File: src/rtl/clock_10mhz_enable_generator.sv
`default_nettype none
// ============================================================================
// Module      : clock_10mhz_enable_generator
// Description : Fractional clock-enable generator. A phase accumulator adds
//               RATIO_NUM every RUN cycle and emits a one-cycle CE pulse each
//               time it crosses RATIO_DEN, giving an average CE rate of
//               RATIO_NUM/RATIO_DEN of the clock. With the defaults (5/8) a
//               16 MHz clock yields a 10 MHz enable.
//
// Ports       : CLK_16MHZ_Input    - single clock
//               RST_Input          - synchronous active-high reset
//               Enable_Input       - level; high runs, low forces IDLE
//               Sync_Input         - one-cycle strobe, realigns phase to frame start
//               CE_10MHZ_Output    - registered one-cycle clock-enable pulses
//               Frame_Wrap_Output  - one-cycle pulse on each frame boundary
//               Running_Output     - high while in RUN
//               Pulse_Count_Output - 16-bit wrapping count of CE pulses
//
// Options     : CLKEN_PULSE_COUNT_EN - when defined, Pulse_Count_Output counts
//               CE pulses (cleared only by reset). When undefined it is tied
//               to zero and no counter is built.
//
// Revision    : 1.0 - initial release
// ============================================================================
module clock_10mhz_enable_generator #(
    parameter int RATIO_NUM = 5,
    parameter int RATIO_DEN = 8,
    parameter int ACC_WIDTH = 8
) (
    input  logic        CLK_16MHZ_Input,
    input  logic        RST_Input,
    input  logic        Enable_Input,
    input  logic        Sync_Input,
    output logic        CE_10MHZ_Output,
    output logic        Frame_Wrap_Output,
    output logic        Running_Output,
    output logic [15:0] Pulse_Count_Output
);

    // ------------------------------------------------------------------------
    // Elaboration-time parameter checks
    // ------------------------------------------------------------------------
    if ((RATIO_NUM == 0) || (RATIO_NUM > RATIO_DEN)) begin : g_bad_ratio
        $error("clock_10mhz_enable_generator: RATIO_NUM must be in 1..RATIO_DEN");
    end
    if (ACC_WIDTH < $clog2(2 * RATIO_DEN)) begin : g_bad_acc_width
        $error("clock_10mhz_enable_generator: ACC_WIDTH too small for RATIO_DEN");
    end

    localparam int FRAME_W = (RATIO_DEN > 1) ? $clog2(RATIO_DEN) : 1;

    localparam logic [ACC_WIDTH:0]   c_num_ext  = (ACC_WIDTH+1)'(RATIO_NUM);
    localparam logic [ACC_WIDTH:0]   c_den_ext  = (ACC_WIDTH+1)'(RATIO_DEN);
    localparam logic [ACC_WIDTH-1:0] c_num      = ACC_WIDTH'(RATIO_NUM);
    localparam logic [ACC_WIDTH-1:0] c_den      = ACC_WIDTH'(RATIO_DEN);
    localparam logic [FRAME_W-1:0]   c_frm_last = FRAME_W'(RATIO_DEN - 1);
    localparam logic [FRAME_W-1:0]   c_frm_one  = FRAME_W'(1);

    typedef enum logic [0:0] {
        ST_IDLE = 1'b0,
        ST_RUN  = 1'b1
    } state_t;

    state_t                 state_q;
    logic [ACC_WIDTH-1:0]   acc_q;
    logic [FRAME_W-1:0]     frame_q;
    logic                   ce_q;
    logic                   wrap_q;
    logic                   running_q;

    logic [ACC_WIDTH:0]     w_sum;
    logic                   w_sum_ge;
    logic [ACC_WIDTH-1:0]   w_acc_wrap;
    logic                   w_ce_d;

    // One extra bit on the sum so acc + RATIO_NUM never overflows.
    assign w_sum      = {1'b0, acc_q} + c_num_ext;
    assign w_sum_ge   = (w_sum >= c_den_ext);
    // The wrapped result is always < RATIO_DEN, so modulo-2^ACC_WIDTH
    // arithmetic gives the exact value without needing the carry bit.
    assign w_acc_wrap = acc_q + c_num - c_den;

    // CE value that will be registered on this edge (accumulating RUN edge only).
    assign w_ce_d = (state_q == ST_RUN) && Enable_Input && !Sync_Input
                    && !RST_Input && w_sum_ge;

    always_ff @(posedge CLK_16MHZ_Input) begin
        if (RST_Input || !Enable_Input) begin
            state_q   <= ST_IDLE;
            acc_q     <= '0;
            frame_q   <= '0;
            ce_q      <= 1'b0;
            wrap_q    <= 1'b0;
            running_q <= 1'b0;
        end else begin
            case (state_q)
                ST_IDLE: begin
                    // Entry edge: phase starts clean, no pulse yet.
                    state_q   <= ST_RUN;
                    running_q <= 1'b1;
                    acc_q     <= '0;
                    frame_q   <= '0;
                    ce_q      <= 1'b0;
                    wrap_q    <= 1'b0;
                end
                ST_RUN: begin
                    running_q <= 1'b1;
                    if (Sync_Input) begin
                        // Realign: this edge does not accumulate.
                        acc_q   <= '0;
                        frame_q <= '0;
                        ce_q    <= 1'b0;
                        wrap_q  <= 1'b0;
                    end else begin
                        ce_q  <= w_ce_d;
                        acc_q <= w_sum_ge ? w_acc_wrap : w_sum[ACC_WIDTH-1:0];
                        if (frame_q == c_frm_last) begin
                            frame_q <= '0;
                            wrap_q  <= 1'b1;
                        end else begin
                            frame_q <= frame_q + c_frm_one;
                            wrap_q  <= 1'b0;
                        end
                    end
                end
                default: begin
                    state_q   <= ST_IDLE;
                    acc_q     <= '0;
                    frame_q   <= '0;
                    ce_q      <= 1'b0;
                    wrap_q    <= 1'b0;
                    running_q <= 1'b0;
                end
            endcase
        end
    end

    assign CE_10MHZ_Output   = ce_q;
    assign Frame_Wrap_Output = wrap_q;
    assign Running_Output    = running_q;

`ifdef CLKEN_PULSE_COUNT_EN
    logic [15:0] pulse_cnt_q;

    // Counts every registered CE pulse; only reset clears it.
    always_ff @(posedge CLK_16MHZ_Input) begin
        if (RST_Input) begin
            pulse_cnt_q <= '0;
        end else if (w_ce_d) begin
            pulse_cnt_q <= pulse_cnt_q + 16'd1;
        end
    end

    assign Pulse_Count_Output = pulse_cnt_q;
`else
    logic w_unused_ce_d;
    assign w_unused_ce_d      = w_ce_d;
    assign Pulse_Count_Output = '0;
`endif

endmodule
`default_nettype wire

File: config.mk
export PLATFORM = sky130hd
export DESIGN_NAME = clock_10mhz_enable_generator
export DESIGN_NICKNAME = d
export VERILOG_FILES = /design/src/rtl/clock_10mhz_enable_generator.sv
export SDC_FILE = /design/constraint.sdc
export NUM_CORES = 1
export LEC_CHECK = 0
export CORE_MARGIN = 10
export CORE_UTILIZATION = 43
export DETAILED_ROUTE_END_ITERATION = 8
export HOLD_SLACK_MARGIN = 0.02
export PLACE_DENSITY = 0.83
export REMOVE_ABC_BUFFERS = 1
export SYNTH_ARGS = -nofsm -noshare
export SYNTH_HDL_FRONTEND = slang
export SYNTH_SLANG_ARGS = --single-unit
File: constraint.sdc
create_clock -name CLK_16MHZ_Input -period 4.3 [get_ports CLK_16MHZ_Input]
set_input_delay 0.86 -clock CLK_16MHZ_Input [delete_from_list [all_inputs] [get_ports CLK_16MHZ_Input]]
set_output_delay 0.86 -clock CLK_16MHZ_Input [all_outputs]
set_load 0.01 [all_outputs]
Yosys cells after proc, flatten, opt, wreduce, memory -nomap -nowiden:

Index checks and enable logic that the tools add are counted.

* input port bits: 4
* logic and storage cells: 32
* flip-flop bits (word level): 14
* output and inout port bits: 19

* add/subtract/negate cells: 4
* bitwise operators: 1
* reductions and logical operators: 8
* eq/ne operators: 1
* order comparisons: 1
* muxes and demuxes: 12

Operators by type and width (number)
* $mux W8: 2
* $pmux W8 S2: 1
* $add A8 B3 Y9 const B: 1
* $ge A9 B4 Y1 const B: 1
* $add A8 B3 Y8 const B: 1
* $sub A8 B4 Y8 const B: 1
* $mux W3: 2
* $pmux W3 S2: 1
* $logic_and A1 B1 Y1: 4
* $mux W1: 4
* $pmux W1 S2: 2
* $add A3 B1 Y3 const B: 1
* $eq A3 B3 Y1 const B: 1
* $logic_not A1 Y1: 3
* $logic_or A1 B1 Y1: 1
* $not A1 Y1: 1

Depth between registers and ports, before layout:

Gate-level depths: netlist (run 1).

* word-level depth: 6
* gate-level depth with buffers: 4
* mapped depth without buffers: 4

Worst setup path after synthesis (run 1):

Ideal clock, no wire load.

* kind: input port to flip-flop
* start: input Enable_Input
* end: register acc_q[4]
* setup time: 138 ps
* required time: 4162 ps
* cell stages on the path: 4
* arrival: 1483 ps
* path buffers: 1
* setup slack: 2679 ps
* cells stage by stage: nor2b_1 -> nand3b_1 -> clkbuf_1 -> nor3_1

* word-level cells in the longest chain between the ends: 2

Ends and longest elaborated chain
* start: declaration: RTL line 32 `input logic Enable_Input,`
* $logic_not A1 Y1: RTL line 88 `if (RST_Input || !Enable_Input) begin`
* $logic_or A1 B1 Y1: RTL line 88
* end signal: assignment: RTL line 116 `acc_q <= w_sum_ge ? w_acc_wrap : w_sum[ACC_WIDTH-1:0];`
* end: declaration: RTL line 65 `logic [ACC_WIDTH-1:0] acc_q;`

Every way passes these cells.
A chain may end at the register's enable or synchronous reset.

Worst setup path after layout (run 1):

* start: register running_q, in the netlist Running_Output
* end: output Running_Output

RTL lines
* start: declaration: RTL line 69 `logic running_q;`
* start signal: assignment: RTL line 94 `running_q <= 1'b0;`
* start signal: assignment: RTL line 100 `running_q <= 1'b1;`
* start signal: assignment: RTL line 107 `running_q <= 1'b1;`
* end: declaration: RTL line 36 `output logic Running_Output,`

No word-level cell between the ends.

==> metrics.cfg, run 1 <==
[status]
outcome = finished clean

[floorplan]
core-area_um2 = 1510
ios = 23
die_height_um = 60.0
num_rows = 14
initial_core_util_pct = 45.7
dieArea_um2 = 3600
die-width_um = 60.0

[finish]
n_antenna_cell = 0
syn2layout_area_growth_pct = 5.45
layout.nets = 87
final_layout_size_suffix_gt1_share_pct = 7.59
fin_area_um2 = 726
utilization_pct = 48.2

[synthesis]
synth_seq_cells = 14
yosysWarnings = 0
synth-seq-area-share_pct = 40.7
async_flop_share_pct = 0
syn_area_per_cell_um2 = 9.56
postSynthCellCount = 72
synth_most_common_cell = buf_4
synth_area_leaders = dfxtp_1, buf_4, ha_1
synth-edff-count = 0
syn_area_um2 = 688
synth_top_area_share_pct = 40.7
synth_common_cells = buf_4, dfxtp_1, nor2_1
synthFlopType = dfxtp_1
ys_types = 27
yosys.area.top_type = dfxtp_1

[drt]
first_pass_iters = 4
via_per_inst = 5.01
wire_per_inst_um = 13.2
ant_nets = 0
drt_wl_total_um = 1260
vias = 476
drc = 0
drtIter0Drc = 7

[placed_design]
portBuffers = 6
gp_congestion = 0.766
placed_cell_area_um2 = 689
dp_hpwl_um = 1010

[power]
leakage_uw = 0.000314
clock_power_share_pct = 39.0
swShare_pct = 22.0
intPower_uw = 187
ir_worst_vdd_mv = 0.303
p_per_area_nw_per_um2 = 330
p_switching_uw = 52.6
combPwrFrac_pct = 6.1
p_seq_share_pct = 55.0

[timing]
tightest_slew_ns = 0.617
period_share_pct = 47.0
relSlewSlack_pct = 58.6
final.setup.tns_ns = 0
hold_viol_final = 0
setup_violations = 0
max_freq_mhz = 495
rsz0062_at_grt = no
finClkSkew_ns = 0.00984
post-route-min-period_ns = 2.02
drv_slew = 0

[clock_tree]
clock_path_buffers = 2
cts-buffers-inserted = 3
post-cts-setup-buffers = 0
cts_hold_buf = 0
path_clk_slew_ns = 0.09
cts_tree = yes
cts_resized = 0
htree_levels = 1
clkLatencyLatePin_ns = 0.28
clock_sinks = 14
cts_root_buf = clkbuf_4

[global_routing]
antenna_found_initial = 0
track_usage_pct = 7.03
gr-total-overflow = 0
grt_pass1_wl_um = 1990
grt_pass1_vias = 489
grt_max_degree = 14

[critical_path]
reg2reg_depth = 3
crit_type = reg -> out
cp_cell_sequence = clkdlybuf4s50_1
cp_top_family = buffers and inverters
crit_path_max_incr_delay_ns = 0.55
arrival_ns = 1.16
end_kind = output pin
crit_required_ns = 3.44
crit_fanout = 2
start_kind = flop
critPathSlowestCell = clkdlybuf4s50_1
worst-path-buf-inv = 1
cp.depth = 1

[worst_hold_path]
holdPathStages = 1
hp-class = reg -> reg

[flow_run]
drv_cap = 0

layout make-up:
cell class | count | area [um2]
clock buffers | 4 | 36.3
well taps | 16 | 20.0
repair buffers | 6 | 60.1
inverters | 3 | 11.3
fillers | 147 | 781
multi-input cells | 52 | 318
flip-flops and latches | 14 | 280
cells by family after synthesis:
| group | Yosys count | synth area share, % |
|---|---|---|
| DFF | 14 | 40.7 |
| and+or+nand+nor | 20 | 17.3 |
| other | 1 | 0.545 |
| buffers and inverters | 21 | 21.3 |
| adders and majority gates | 3 | 5.46 |
| AOI/OAI and AO/OA | 10 | 10.9 |
| xor gates and xnor gates | 3 | 3.82 |
metrics by stage:
| step | setup slack (ns) | cells | power [uW] | hold slack [ns] |
|---|---|---|---|---|
| 6_report | 2.28 | 95 | 240 | 0.460 |
| 5_1_grt | 2.21 | 95 | 252 | 0.480 |
| 4_1_cts | 2.26 | 95 | 242 | 0.463 |
| 3_5_place_dp | 2.05 | 91 | 149 | 0.453 |
| 3_3_place_gp | 2.13 | 91 | 148 | 0.423 |
| 2_1_floorplan | 2.69 | 69 | 144 | 0.408 |
final timing paths:
check	from	slack [ns]	end
max	Running_Output	2.28	Running_Output
max reg2reg	acc_q[6]	2.63	acc_q[4]
min	frame_q[0]	0.46	frame_q[0]
min reg2reg	frame_q[0]	0.46	frame_q[0]
layer usage:
layer  global-route usage, %  wire length (um)  part of all wire, %  vias up
met5                       0                 0                    0        -
met2                    12.9               610                   49       29
met3                    2.75               189                   15        2
li1                        -                 -                    -      234
met1                    5.88               431                   34      211
met4                    5.13                25                  2.0        0
power by group through the flow:
stage,Sequential (uW),Clock [uW],Combinational (uW)
2_1_floorplan,135,0,9.26
3_3_place_gp,135,0,13.5
3_5_place_dp,135,0,13.8
4_1_cts,132,96.9,13.8
5_1_grt,132,104,16.4
6_report,132,93.4,14.5
layout by cell type, fill, tap and decap left out:
| cell type | n |
|---|---|
| a2111oi_0 | 1 |
| a211o_1 | 1 |
| a211oi_1 | 2 |
| a211oi_2 | 1 |
| a21o_1 | 1 |
| a21oi_1 | 2 |
| clkbuf_4 | 3 |
| clkbuf_8 | 1 |
| clkdlybuf4s50_1 | 6 |
| conb_1 | 16 |
| dfxtp_1 | 14 |
| ha_1 | 3 |
| inv_1 | 3 |
| nand3b_1 | 1 |
| nand4b_1 | 1 |
| nor2_1 | 6 |
| nor2b_1 | 1 |
| nor3_1 | 4 |
| nor3b_1 | 3 |
| nor4_1 | 1 |
| o211ai_1 | 1 |
| o21ai_0 | 1 |
| or3_1 | 1 |
| or4_1 | 1 |
| or4_4 | 1 |
| xnor2_1 | 2 |
| xor2_1 | 1 |
state kept, by name (all words and copies together), names as in the netlist:
name	cells
CE_10MHZ_Output	1
Frame_Wrap_Output	1
Running_Output	1
acc_q	8
frame_q	3
Power figures use the tool's default switching activity.
==> run 2: changes to the inputs <==
- clock period: 4.3 -> 1.98 ns (I/O delays scaled with it)
==> metrics.cfg, run 2 (same netlist as run 1, synthesis figures left out) <==
[status]
outcome = finished clean

[clock_tree]
cts_tree = yes
clock_sinks = 14  ; unchanged
cts_root_buf = clkbuf_4
clkLatencyLatePin_ns = 0.28  ; about the same
clock_path_buffers = 2  ; unchanged
path_clk_slew_ns = 0.08  ; about the same
cts_resized = 0  ; unchanged
htree_levels = 1  ; unchanged
post-cts-setup-buffers = 0  ; unchanged
cts-buffers-inserted = 3  ; unchanged
cts_hold_buf = 0  ; unchanged

[global_routing]
track_usage_pct = 7.29  ; +0.25 points
gr-total-overflow = 0  ; unchanged
gr-usage-met3_pct = 2.75  ; unchanged
grt_pass1_vias = 506  ; +3.5%
grt.busiest_layer = met2
antenna_found_initial = 0  ; unchanged
grt_max_degree = 14  ; unchanged
use_met2_pct = 14.3  ; +1.3 points
grt_pass1_wl_um = 2070  ; +4.2%
grtUsageMet1_pct = 5.40  ; -0.48 points

[finish]
final_layout_size_suffix_gt1_share_pct = 7.59  ; unchanged
largest_register_ffs = 8  ; unchanged
n_antenna_cell = 0  ; unchanged
layout_common_cells = conb_1, dfxtp_1, nor2_1, clkdlybuf4s50_1, nor3_1
fill_cells = 147  ; unchanged
layout.nets = 87  ; unchanged
largest_registers = acc_q: 8 flops, frame_q: 3 flops
final_common_cell = conb_1
utilization_pct = 48.2  ; unchanged
top_register = acc_q
syn2layout_area_growth_pct = 5.45  ; unchanged

[drt]
via_per_inst = 5.02  ; +0.21%
drtIter0Drc = 6  ; -1
drc = 0  ; unchanged
vias = 477  ; +0.21%
drt_wl_total_um = 1280  ; +1.8%
ant_nets = 0  ; unchanged
wire_per_inst_um = 13.5  ; +1.8%
first_pass_iters = 3  ; -1

[critical_path]
reg2reg_to = acc_q[4]
worst-path-buf-inv = 0  ; -1
reg2reg_from = acc_q[6]
crit_fanout = 5  ; +3
reg2reg_slack_ns = 0.34  ; -2.29 ns
start_kind = flop
critPathSlowestCell = or4_1
cp_top_family = simple AND/OR/NAND/NOR gates
end_kind = flop
crit_path_max_incr_delay_ns = 0.57  ; +0.02 ns
arrival_ns = 1.79  ; +0.63 ns
reg2reg_depth = 3  ; unchanged
cp.depth = 3  ; +2
cp_cell_sequence = or4_1, a211oi_1, nor3_1
crit_required_ns = 2.13  ; -1.31 ns
crit_type = reg -> reg

[timing]
setup_violations = 0  ; unchanged
hold_viol_final = 0  ; unchanged
tightest_slew_ns = 0.586  ; -0.0316 ns
max_freq_mhz = 608
finClkSkew_ns = 0.00337  ; -0.00647 ns
holdWs_ns = 0.460  ; +0.000465 ns
period_share_pct = 83.0
post-route-min-period_ns = 1.64
final.setup.tns_ns = 0  ; unchanged
drv_slew = 0  ; unchanged
rsz0062_at_grt = no
relSlewSlack_pct = 60.7  ; +2.1 points

[placed_design]
dp_hpwl_um = 1000  ; -0.71%
portBuffers = 6  ; unchanged
gp_congestion = 0.766  ; about the same

[power]
combPwrFrac_pct = 6.1  ; about the same
clock_power_share_pct = 39.0  ; about the same
leakage_uw = 0.000314  ; unchanged
p_switching_uw = 115  ; +120%
p_seq_share_pct = 54.9  ; about the same
ir_worst_vdd_mv = 0.535  ; +76%
swShare_pct = 22.0  ; +0.065 points
intPower_uw = 406  ; +120%
p_per_area_nw_per_um2 = 718  ; +120%

[flow_run]
drv_cap = 0  ; unchanged

[worst_hold_path]
holdPathStages = 1  ; unchanged
hp-class = reg -> reg
min-delay-start = frame_q[0]
min_to = frame_q[0]

[floorplan]
die_height_um = 60.0  ; unchanged
ios = 23  ; unchanged
dieArea_um2 = 3600  ; unchanged
initial_core_util_pct = 45.7  ; unchanged
core-area_um2 = 1510  ; unchanged
num_rows = 14  ; unchanged
die-width_um = 60.0  ; unchanged

## run 2: cell counts in the layout (fill, tap and decap cells not counted)
No cell type changed its count.
## run 2: metrics by stage
step	cells	power (uW)	worst slack [ns]	cell area, um2
floorplan	69	313	0.490	609
global placement	91	322	0.273	689
detailed placement	91	323	0.199	689
CTS	95	526	0.313	726
global route	95	540	0.177	726
finish	95	521	0.336	726
## run 2: worst max path at each step
stage,start,to,slack (ns)
after floorplan,acc_q[2],acc_q[6],0.49
after CTS,acc_q[0],acc_q[4],0.31
after global placement,Enable_Input,acc_q[6],0.27
after global routing,acc_q[0],acc_q[4],0.18
final,acc_q[6],acc_q[4],0.34
after detailed placement,Enable_Input,acc_q[6],0.20
## run 2: layer usage
| layer | up-vias | part of all wire (%) |
|---|---|---|
| li1 | 233 | - |
| met1 | 222 | 33 |
| met3 | 2 | 14 |
| met5 | - | 0 |
| met4 | 0 | 2.2 |
| met2 | 20 | 51 |
## run 2: area by class of cell
type                            instances  area [um2]  share of cell area [%]
Inverter                                3        11.3                    1.55
Timing Repair Buffer                    6        60.1                    8.28
Multi-Input combinational cell         52         318                    43.8
Clock buffer                            4        36.3                    5.00
Tap cell                               16        20.0                    2.76
Sequential cell                        14         280                    38.6
## run 2: power groups by stage
stage | clock (uW) | combinational [uW] | sequential [uW]
detailed placement | 0 | 29.9 | 293
global route | 217 | 35.7 | 287
floorplan | 0 | 20.1 | 293
CTS | 210 | 30.3 | 286
global placement | 0 | 29.2 | 292
finish | 203 | 31.8 | 286
## run 2: worst register-to-register path, stage by stage (launching register included)
cell and delay, ns:
dfxtp_1 0.34, or4_1 0.57, a211oi_1 0.50, nor3_1 0.10
==> run 3: changes to the inputs <==
- CORE_UTILIZATION: 43 -> 39
- PLACE_DENSITY: 0.83 -> 0.8
- clock period: 1.98 -> 1.45 ns (I/O delays scaled with it)
==> metrics.cfg, run 3 (same netlist as run 1, synthesis figures left out) <==
[clock_tree]
cts-buffers-inserted = 3  ; unchanged
clkLatencyLatePin_ns = 0.27  ; about the same
cts_hold_buf = 0  ; unchanged
cts_tree = yes
htree_levels = 1  ; unchanged
path_clk_slew_ns = 0.08  ; about the same
clock_sinks = 14  ; unchanged
cts_root_buf = clkbuf_4
clock_path_buffers = 2  ; unchanged
post-cts-setup-buffers = 0  ; unchanged

[power]
leakage_uw = 0.000379  ; +21%
p_total_uw = 708  ; +36%
ir_worst_vdd_mv = 0.489  ; -8.5%
p_per_area_nw_per_um2 = 890  ; +24%

[finish]
fill_cells = 159  ; +8.2%
layout_common_cells = conb_1, dfxtp_1, nor2_1, buf_4, nor3_1
layout.nets = 93  ; +6.9%
stdcell_count = 110  ; +16%
syn2layout_area_growth_pct = 15.6
top_register = acc_q
final_layout_size_suffix_gt1_share_pct = 18.8  ; +11 points
n_antenna_cell = 0  ; unchanged
largest_register_ffs = 8  ; unchanged
fin_area_um2 = 796  ; +9.7%
final_common_cell = conb_1
utilization_pct = 46.6  ; -1.6 points
largest_registers = acc_q: 8 flops, frame_q: 3 flops

[placed_design]
placed_cell_area_um2 = 746  ; +8.2%
portBuffers = 6  ; unchanged
dp_slack_ns = -0.0616  ; -0.261 ns
dp_cells = 106  ; +16%
gp_congestion = 0.785  ; +2.5%
dp_hpwl_um = 990  ; -1.1%

[global_routing]
grt_pass1_wl_um = 1910  ; -7.7%
antenna_found_initial = 0  ; unchanged
grt_pass1_vias = 466  ; -7.9%
gr-total-overflow = 0  ; unchanged
track_usage_pct = 6.76  ; -0.53 points
grt_max_degree = 9  ; -5

[critical_path]
arrival_ns = 1.67  ; -0.12 ns
crit_required_ns = 1.64  ; -0.49 ns
worst-path-buf-inv = 0  ; unchanged
start_kind = flop
end_kind = flop
cp_top_family = simple AND/OR/NAND/NOR gates
crit_fanout = 3  ; -2
crit_path_max_incr_delay_ns = 0.53  ; -0.04 ns
crit_type = reg -> reg
cp_cell_sequence = or4_4, or3_4, a211oi_2
critPathSlowestCell = or4_4

[timing]
max_freq_mhz = 678  ; +12%
setup_ws_ns = -0.0240  ; -0.360 ns
post-route-min-period_ns = 1.47  ; -0.170 ns
period_share_pct = 102  ; +19 points
setup_violations = 1  ; +1
tightest_slew_ns = 0.479  ; -0.107 ns
finClkSkew_ns = 0.00210  ; -0.00127 ns
drv_slew = 0  ; unchanged
hold_viol_final = 0  ; unchanged
relSlewSlack_pct = 67.2  ; +6.5 points
rsz0062_at_grt = yes

[drt]
wire_per_inst_um = 11.2  ; -17%
drtIter0Drc = 6  ; unchanged
first_pass_iters = 3  ; unchanged
vias = 476  ; -0.21%
drt_wl_total_um = 1230  ; -3.9%
ant_nets = 0  ; unchanged
drc = 0  ; unchanged
via_per_inst = 4.33  ; -14%

[floorplan]
die_height_um = 62.0  ; +3.3%
die-width_um = 62.0  ; +3.3%
num_rows = 15  ; +1
dieArea_um2 = 3840  ; +6.8%
core-area_um2 = 1710  ; +13%
initial_core_util_pct = 40.3  ; -5.4 points
ios = 23  ; unchanged

[flow_run]
drv_cap = 0  ; unchanged

[status]
violations = setup timing
outcome = finished, violations left

[worst_hold_path]
hp-class = reg -> reg

[run 3: cell types whose count changed in the layout (fill, tap and decap cells not counted)]
cell	previous run	this run
dfxtp_2	0	2
or3_4	0	1
dlymetal6s2s_1	0	2
dlygate4sd2_1	0	1
buf_4	0	6
or3_1	1	0
dfxtp_1	14	12
ha_1	3	2
clkdlybuf4s50_1	6	3
ha_2	0	1
[run 3: path summary, 6_finish.rpt]
check             start          to  slack (ns)  cells after the start
max            acc_q[2]    acc_q[6]       -0.02                      3
min          frame_q[0]  frame_q[0]        0.44                      1
max reg2reg    acc_q[2]    acc_q[6]       -0.02                      3
min reg2reg  frame_q[0]  frame_q[0]        0.44                      1
[run 3: what timing repair did]
item	in CTS	in global routing
resized for setup	3	4
pin swaps	1	0
setup endpoints to repair	2	6
[run 3: where the power goes]
group	total [uW]	leakage [uW]	switching (uW)	internal, uW
clock network	273	0.0000210	120	153
logic	45.9	0.000244	29.4	16.5
registers	389	0.000114	2.19	387
[run 3: per-layer routing]
layer,up-vias,global-route usage [%],share of wire [%]
met2,17,10.8,49
met4,0,3.82,0.90
li1,244,-,-
met3,2,2.85,8.3
met5,-,0,0
met1,213,7.33,42
[run 3: layout make-up]
cell class | instances | area [um2] | area share (%)
multi-input combinational | 52 | 325 | 40.9
sequential | 14 | 283 | 35.5
timing repair buffer | 12 | 109 | 13.7
clock buffer | 4 | 36.3 | 4.56
tap | 25 | 31.3 | 3.93
inverter | 3 | 11.3 | 1.42
[run 3: stage by stage]
step | hold WS, ns | TNS, ns
after floorplan | 0.373 | -0.0402
after global placement | 0.415 | 0
after detailed placement | 0.428 | -0.0616
after CTS | 0.440 | -0.0369
after global routing | 0.461 | -0.0522
final | 0.437 | -0.0240
